File: src/rtl/debug_pkg.sv
// rtl/debug_pkg.sv - shared types and constants for the debug dump sequencer
package debug_pkg;

    localparam int FRAME_LEN = 32;

    typedef enum logic [2:0] {
        ST_IDLE,
        ST_CAPTURE,
        ST_LOAD,
        ST_START,
        ST_WAIT_BUSY,
        ST_WAIT_DONE,
        ST_NEXT,
        ST_GAP
    } state_t;

    // Snapshot of the halted CPU and bus, frozen for the whole frame
    typedef struct packed {
        logic [15:0] pc;
        logic [15:0] last_pc;
        logic [7:0]  opcode;
        logic [15:0] addr;
        logic [7:0]  data;
        logic        rd;
        logic        wr;
        logic        cs;
    } snap_t;

    localparam logic [7:0] CH_P    = 8'h50;
    localparam logic [7:0] CH_L    = 8'h4C;
    localparam logic [7:0] CH_O    = 8'h4F;
    localparam logic [7:0] CH_A    = 8'h41;
    localparam logic [7:0] CH_D    = 8'h44;
    localparam logic [7:0] CH_F    = 8'h46;
    localparam logic [7:0] CH_R    = 8'h52;
    localparam logic [7:0] CH_W    = 8'h57;
    localparam logic [7:0] CH_C    = 8'h43;
    localparam logic [7:0] CH_DASH = 8'h2D;
    localparam logic [7:0] CH_SP   = 8'h20;
    localparam logic [7:0] CH_CR   = 8'h0D;
    localparam logic [7:0] CH_LF   = 8'h0A;

endpackage

File: src/rtl/debug_dump_seq_if.sv
// rtl/debug_dump_seq_if.sv - byte handshake between the sequencer and uart_tx
interface debug_dump_seq_if;

    logic [7:0] tx_data;
    logic       tx_start;
    logic       tx_busy;

    modport master (
        output tx_data,
        output tx_start,
        input  tx_busy
    );

    modport slave (
        input  tx_data,
        input  tx_start,
        output tx_busy
    );

endinterface

File: src/rtl/hex_ascii.sv
// rtl/hex_ascii.sv - nibble to uppercase ASCII hex digit
module hex_ascii (
    input  logic [3:0] nibble,
    output logic [7:0] ascii
);

    // '0'-'9' sit at 0x30, 'A'-'F' start at 0x41 (0x37 + 10)
    always_comb begin
        if (nibble < 4'd10) begin
            ascii = 8'h30 + {4'd0, nibble};
        end else begin
            ascii = 8'h37 + {4'd0, nibble};
        end
    end

endmodule

File: src/rtl/debug_dump_seq.sv
// rtl/debug_dump_seq.sv - halt snapshot to 32-byte ASCII line over uart_tx
module debug_dump_seq
    import debug_pkg::*;
#(
    parameter int REPEAT     = 0,
    parameter int GAP_CYCLES = 16,
    parameter int BUSY_TO    = 64
) (
    input  logic                    clk,
    input  logic                    rst_n,
    input  logic                    halt,
    input  logic [15:0]             addr,
    input  logic [7:0]              data,
    input  logic                    rd,
    input  logic                    wr,
    input  logic                    cs,
    input  logic [7:0]              opcode,
    input  logic [15:0]             pc,
    input  logic [15:0]             last_pc,
    debug_dump_seq_if.master        tx,
    output logic                    active,
    output logic [7:0]              frame_count
);

    localparam int TW = $clog2(BUSY_TO + 1);

    state_t        state_q, state_d;
    logic [2:0]    sync_q, sync_d;      // [0],[1] synchroniser, [2] previous synced value
    logic [4:0]    idx_q, idx_d;
    logic [7:0]    tx_data_q, tx_data_d;
    logic          active_q, active_d;
    logic [7:0]    frame_count_q, frame_count_d;
    logic [TW-1:0] timer_q, timer_d;
    logic [7:0]    gap_q, gap_d;
    snap_t         snap_q, snap_d;

    logic          trigger;
    logic [3:0]    nibble;
    logic          use_hex;
    logic [7:0]    lit_char;
    logic [7:0]    hex_char;
    logic [7:0]    frame_byte;

    assign trigger      = sync_q[1] & ~sync_q[2];
    assign tx.tx_data   = tx_data_q;
    assign tx.tx_start  = (state_q == ST_START);
    assign active       = active_q;
    assign frame_count  = frame_count_q;

    hex_ascii u_hex (
        .nibble (nibble),
        .ascii  (hex_char)
    );

    // Select the literal character or snapshot nibble for the current byte index
    always_comb begin
        nibble   = 4'h0;
        use_hex  = 1'b0;
        lit_char = CH_SP;
        case (idx_q)
            5'd0:  lit_char = CH_P;
            5'd1:  begin use_hex = 1'b1; nibble = snap_q.pc[15:12];      end
            5'd2:  begin use_hex = 1'b1; nibble = snap_q.pc[11:8];       end
            5'd3:  begin use_hex = 1'b1; nibble = snap_q.pc[7:4];        end
            5'd4:  begin use_hex = 1'b1; nibble = snap_q.pc[3:0];        end
            5'd6:  lit_char = CH_L;
            5'd7:  begin use_hex = 1'b1; nibble = snap_q.last_pc[15:12]; end
            5'd8:  begin use_hex = 1'b1; nibble = snap_q.last_pc[11:8];  end
            5'd9:  begin use_hex = 1'b1; nibble = snap_q.last_pc[7:4];   end
            5'd10: begin use_hex = 1'b1; nibble = snap_q.last_pc[3:0];   end
            5'd12: lit_char = CH_O;
            5'd13: begin use_hex = 1'b1; nibble = snap_q.opcode[7:4];    end
            5'd14: begin use_hex = 1'b1; nibble = snap_q.opcode[3:0];    end
            5'd16: lit_char = CH_A;
            5'd17: begin use_hex = 1'b1; nibble = snap_q.addr[15:12];    end
            5'd18: begin use_hex = 1'b1; nibble = snap_q.addr[11:8];     end
            5'd19: begin use_hex = 1'b1; nibble = snap_q.addr[7:4];      end
            5'd20: begin use_hex = 1'b1; nibble = snap_q.addr[3:0];      end
            5'd22: lit_char = CH_D;
            5'd23: begin use_hex = 1'b1; nibble = snap_q.data[7:4];      end
            5'd24: begin use_hex = 1'b1; nibble = snap_q.data[3:0];      end
            5'd26: lit_char = CH_F;
            5'd27: lit_char = snap_q.rd ? CH_R : CH_DASH;
            5'd28: lit_char = snap_q.wr ? CH_W : CH_DASH;
            5'd29: lit_char = snap_q.cs ? CH_C : CH_DASH;
            5'd30: lit_char = CH_CR;
            5'd31: lit_char = CH_LF;
            default: lit_char = CH_SP;
        endcase
        frame_byte = use_hex ? hex_char : lit_char;
    end

    // Next-state and datapath: one byte per LOAD/START/WAIT round, trigger only armed in IDLE
    always_comb begin
        state_d       = state_q;
        sync_d        = {sync_q[1], sync_q[0], halt};
        idx_d         = idx_q;
        tx_data_d     = tx_data_q;
        active_d      = active_q;
        frame_count_d = frame_count_q;
        timer_d       = timer_q;
        gap_d         = gap_q;
        snap_d        = snap_q;
        case (state_q)
            ST_IDLE: begin
                if (trigger) state_d = ST_CAPTURE;
            end
            ST_CAPTURE: begin
                snap_d.pc      = pc;
                snap_d.last_pc = last_pc;
                snap_d.opcode  = opcode;
                snap_d.addr    = addr;
                snap_d.data    = data;
                snap_d.rd      = rd;
                snap_d.wr      = wr;
                snap_d.cs      = cs;
                active_d       = 1'b1;
                idx_d          = 5'd0;
                state_d        = ST_LOAD;
            end
            ST_LOAD: begin
                tx_data_d = frame_byte;
                if (!tx.tx_busy) state_d = ST_START;
            end
            ST_START: begin
                timer_d = '0;
                state_d = ST_WAIT_BUSY;
            end
            ST_WAIT_BUSY: begin
                if (tx.tx_busy) begin
                    state_d = ST_WAIT_DONE;
                end else if (timer_q == TW'(BUSY_TO - 1)) begin
                    state_d = ST_NEXT;
                end else begin
                    timer_d = timer_q + TW'(1);
                end
            end
            ST_WAIT_DONE: begin
                if (!tx.tx_busy) state_d = ST_NEXT;
            end
            ST_NEXT: begin
                if (idx_q == 5'(FRAME_LEN - 1)) begin
                    frame_count_d = frame_count_q + 8'd1;
                    active_d      = 1'b0;
                    gap_d         = 8'd0;
                    state_d       = (REPEAT != 0) ? ST_GAP : ST_IDLE;
                end else begin
                    idx_d   = idx_q + 5'd1;
                    state_d = ST_LOAD;
                end
            end
            ST_GAP: begin
                if (gap_q == 8'(GAP_CYCLES - 1)) begin
                    state_d = sync_q[1] ? ST_CAPTURE : ST_IDLE;
                end else begin
                    gap_d = gap_q + 8'd1;
                end
            end
            default: state_d = ST_IDLE;
        endcase
    end

    // State and datapath registers, asynchronous abort on reset
    always_ff @(posedge clk or negedge rst_n) begin
        if (!rst_n) begin
            state_q       <= ST_IDLE;
            sync_q        <= 3'b000;
            idx_q         <= 5'd0;
            tx_data_q     <= 8'h00;
            active_q      <= 1'b0;
            frame_count_q <= 8'd0;
            timer_q       <= '0;
            gap_q         <= 8'd0;
            snap_q        <= '0;
        end else begin
            state_q       <= state_d;
            sync_q        <= sync_d;
            idx_q         <= idx_d;
            tx_data_q     <= tx_data_d;
            active_q      <= active_d;
            frame_count_q <= frame_count_d;
            timer_q       <= timer_d;
            gap_q         <= gap_d;
            snap_q        <= snap_d;
        end
    end

endmodule
File: src/flat_wrapper.sv
// flat-port wrapper written by rule: the top's interface ports become plain ports
module debug_dump_seq_flat import debug_pkg::*;
#(
    parameter int REPEAT     = 0,
    parameter int GAP_CYCLES = 16,
    parameter int BUSY_TO    = 64
)
  (clk, rst_n, halt, addr, data, rd, wr, cs, opcode, pc, last_pc, active, frame_count, tx_tx_data, tx_tx_start, tx_tx_busy);
  debug_dump_seq_if tx_i ();
  input  logic clk;
  input  logic rst_n;
  input  logic halt;
  input  logic [15:0] addr;
  input  logic [7:0] data;
  input  logic rd;
  input  logic wr;
  input  logic cs;
  input  logic [7:0] opcode;
  input  logic [15:0] pc;
  input  logic [15:0] last_pc;
  output logic active;
  output logic [7:0] frame_count;
  output wire logic [$bits(tx_i.tx_data)-1:0] tx_tx_data;
  output wire logic [$bits(tx_i.tx_start)-1:0] tx_tx_start;
  input wire logic [$bits(tx_i.tx_busy)-1:0] tx_tx_busy;
  assign tx_tx_data = tx_i.tx_data;
  assign tx_tx_start = tx_i.tx_start;
  assign tx_i.tx_busy = tx_tx_busy;
  debug_dump_seq #(.REPEAT(REPEAT), .GAP_CYCLES(GAP_CYCLES), .BUSY_TO(BUSY_TO)) u_core (.clk(clk), .rst_n(rst_n), .halt(halt), .addr(addr), .data(data), .rd(rd), .wr(wr), .cs(cs), .opcode(opcode), .pc(pc), .last_pc(last_pc), .tx(tx_i), .active(active), .frame_count(frame_count));
endmodule
File: config.mk
export PLATFORM = sky130hd
export DESIGN_NAME = debug_dump_seq_flat
export DESIGN_NICKNAME = d
export VERILOG_FILES = /design/src/rtl/debug_pkg.sv /design/src/rtl/debug_dump_seq_if.sv /design/src/rtl/hex_ascii.sv /design/src/rtl/debug_dump_seq.sv /design/src/flat_wrapper.sv
export SDC_FILE = /design/constraint.sdc
export NUM_CORES = 1
export LEC_CHECK = 0
export BUFFER_PORTS_ARGS = -buffer_cell sky130_fd_sc_hd__buf_4
export CAP_MARGIN = 15
export CELL_PAD_IN_SITES_DETAIL_PLACEMENT = 1
export CELL_PAD_IN_SITES_GLOBAL_PLACEMENT = 1
export CORE_AREA = 2 2 141 143
export DETAILED_ROUTE_END_ITERATION = 6
export DIE_AREA = 0 0 143 145
export GPL_ROUTABILITY_DRIVEN = 0
export PLACE_DENSITY = 0.6
export RECOVER_POWER = 100
export REMOVE_ABC_BUFFERS = 1
export SLEW_MARGIN = 20
export SYNTH_ARGS = -nofsm -noshare
export SYNTH_HDL_FRONTEND = slang
export SYNTH_SLANG_ARGS = --single-unit
File: constraint.sdc
create_clock -name clk -period 2.8 [get_ports clk]
set_input_delay 0.28 -clock clk [delete_from_list [all_inputs] [get_ports clk]]
set_output_delay 0.28 -clock clk [all_outputs]
set_load 0.05 [all_outputs]
==> results.tsv <==
metric	value	unit
synth_ff_type	dfrtp_1	
syn_to_final_growth	24.6	%
die_area	20700	sq um
syn_inst	648	
max_slew_margin	-0.0919	
grt_pass1_wl	27.8	mm
fin_nets	829	
ys_top_cells_by_area	dfrtp_1 (48%), nand2_1 (15%), nand3_1 (2.1%), ha_1 (2.0%), nor2_1 (1.6%)	
syn_avg_cell_area	8.80	sq um
yosys.cell_types.count	74	
core	19200	sq um
leakage	0.00341	uW
finalSetupViolations	0	
die_y	145	microns
grt_pass1_vias	5188	
ys_seq_area_frac	0.478	
critPathRequiredTime	3080	ps
totalWireLength	16.9	mm
synth_most_common_cell	nand2_1	
numPortBuffers	87	
cts_buffer_depth	2	
cts_tree	yes	
vias	4919	
worst_pin_slew	1640	ps
synth_top_area_frac	0.478	
antenna_left	0	
yosys-top-cells-count	nand2_1 (232), dfrtp_1 (109), nand3_1 (24), nor2_1 (24), clkbuf_1 (22)	
clkTransAtPathRegs	70	ps
avgViaCountPerCell	4.83	
total_power	6670	uW
outcome	finished with violations	
start_util	0.297	
layout_min_cycle_time	2640	ps
start_kind	flip-flop	
final_max_slew_viol_count	36	
gr-total-overflow	0	
arrival	2920	ps
cts_sinks	109	
yosysTopAreaCell	dfrtp_1	
cts_root_buffer	clkbuf_16	
grt_usage	0.167	
worst_slack	157	ps
ys_ff_latch	109	
crit_path_max_fanout	17	
rsz0062_at_grt	true	
io_pins	89	
cts_buffers	9	
critPathKind	reg -> reg	
antenna_cells	0	
finish.utilization	0.370	
p_per_area	938	nW/um^2
rows	51	
wl_per_cell	16.5	microns
hold_path.class	in -> reg	
grt_max_degree	47	
firstDrtPassIters	4	
fin_skew	9.83	ps
finalCritPeriodShare	0.944	
cp-end-kind	flip-flop	
die_w	143	microns
synthArstFlopShare	1.00	
setup_tns	0	ps
clock_latency	360	ps
ir_worst_vdd	0.362	mV
hold_depth	1	
fmax	378	MHz
post-place-ws	15.2	ps
r2r_cells	9	
violations	max-capacitance violations, max-slew violations	
synth_edf_count	0	
synthesis.area	5700	sq um
cts_max_level	3	
cap_violations	1	
finalHoldViolCount	0	
drc	0	
drive_gt1_frac	0.219	
yosysWarnings	0	
grt_antenna_before_repair	0	
dp_hpwl	12.5	mm
drt-initial-drc-count	217	
[where the power goes]
part / leakage [uW] / internal (uW) / switching (uW) / total (uW)
sequential: 0.00137 / 2180 / 509 / 2690
clock: 0.000156 / 790 / 618 / 1410
combinational: 0.00189 / 990 / 1580 / 2570
[final cells by class]
type,instances,area [sq um]
Timing Repair Buffer,130,905
Clock inverter,7,98.8
Sequential cell,109,2730
Tap cell,265,332
Multi-Input combinational cell,487,2770
Inverter,12,45.0
Clock buffer,9,225
Fill cell,2251,12100
[final timing paths]
check                                                        end  slack (ps)                        start
worst max-delay path            u_core.tx.tx_data[1]$_DFFE_PN0P_         160  u_core.idx_q[3]$_DFFE_PN0P_
worst min-delay path                  u_core.sync_q[0]$_DFF_PN0_          50                         halt
worst max register to register  u_core.tx.tx_data[1]$_DFFE_PN0P_         160  u_core.idx_q[3]$_DFFE_PN0P_
worst min register to register        u_core.sync_q[1]$_DFF_PN0_         350   u_core.sync_q[0]$_DFF_PN0_
max in group asynchronous          u_core.snap_q[20]$_DFFE_PN0P_         490                        rst_n
min in group asynchronous          u_core.snap_q[48]$_DFFE_PN0P_         600                        rst_n
[state kept, by name, indices dropped and copies added (netlist names)]
name                count
u_core.snap_q          67
u_core.frame_count      8
u_core.gap_q            8
u_core.timer_q          7
u_core.tx.tx_data       7
u_core.idx_q            5
u_core.state_q          3
u_core.sync_q           3
u_core.active           1
[metal layers]
metal / GRT usage / wire length [microns] / vias to the layer above
li1: - / - / 2386
met5: 0 / 0 / -
met4: 0.0421 / 163 / 0
met2: 0.263 / 7870 / 87
met1: 0.240 / 8310 / 2435
met3: 0.0271 / 515 / 11
[metrics by stage]
| step | hold WS (ps) | instance area [sq um] | instances |
|---|---|---|---|
| floorplan | -15.6 | 5490 | 608 |
| global placement | 288 | 6760 | 994 |
| detailed placement | 289 | 6760 | 994 |
| CTS | 9.00 | 7110 | 1012 |
| global route | 44.2 | 7100 | 1019 |
| finish | 45.4 | 7100 | 1019 |
[worst max-delay path, stage by stage, from the launching register on]
cell	delay [ps]
dfrtp_1	670
nor2b_1	190
a22o_1	250
a2111oi_4	430
nand2_1	170
inv_2	90
ha_1	220
or2_2	290
o2bb2ai_1	120
a21oi_1	120
[timing repair]
| action | in CTS | in global routing |
|---|---|---|
| gates resized for setup | 1 | 15 |
| buffers inserted | 1 | 7 |
| hold endpoints to repair | 34 | 0 |
| setup endpoints to repair | 1 | 5 |
| hold buffers | 1 | 0 |
| pin swaps | 2 | 5 |
[cell usage in the layout, fill, tap and decap left out, drive strengths merged, types with 4 or more instances in the layout]
master	count
xor2	10
ha	9
and3	6
nor2	25
buf	105
nand2	232
nand3b	11
dfrtp	109
a22oi	4
nand2b	5
o21ai	17
nor3b	4
a22o	4
mux2i	5
inv	13
nand3	24
or2	5
xnor2	8
nor3	6
a31oi	6
mux2	8
nor2b	6
a21oi	17
nand4	9
clkbuf	32
and2	7
[cells by family after synthesis]
group | synth area share
DFF | 0.478
and+or+nand+nor | 0.282
AOI/OAI and AO/OA | 0.119
other | 0.000658
xor gates and xnor gates | 0.0276
adders and majority gates | 0.0197
muxes | 0.0285
buffers and inverters | 0.0445
Power figures use the tool's default switching activity.
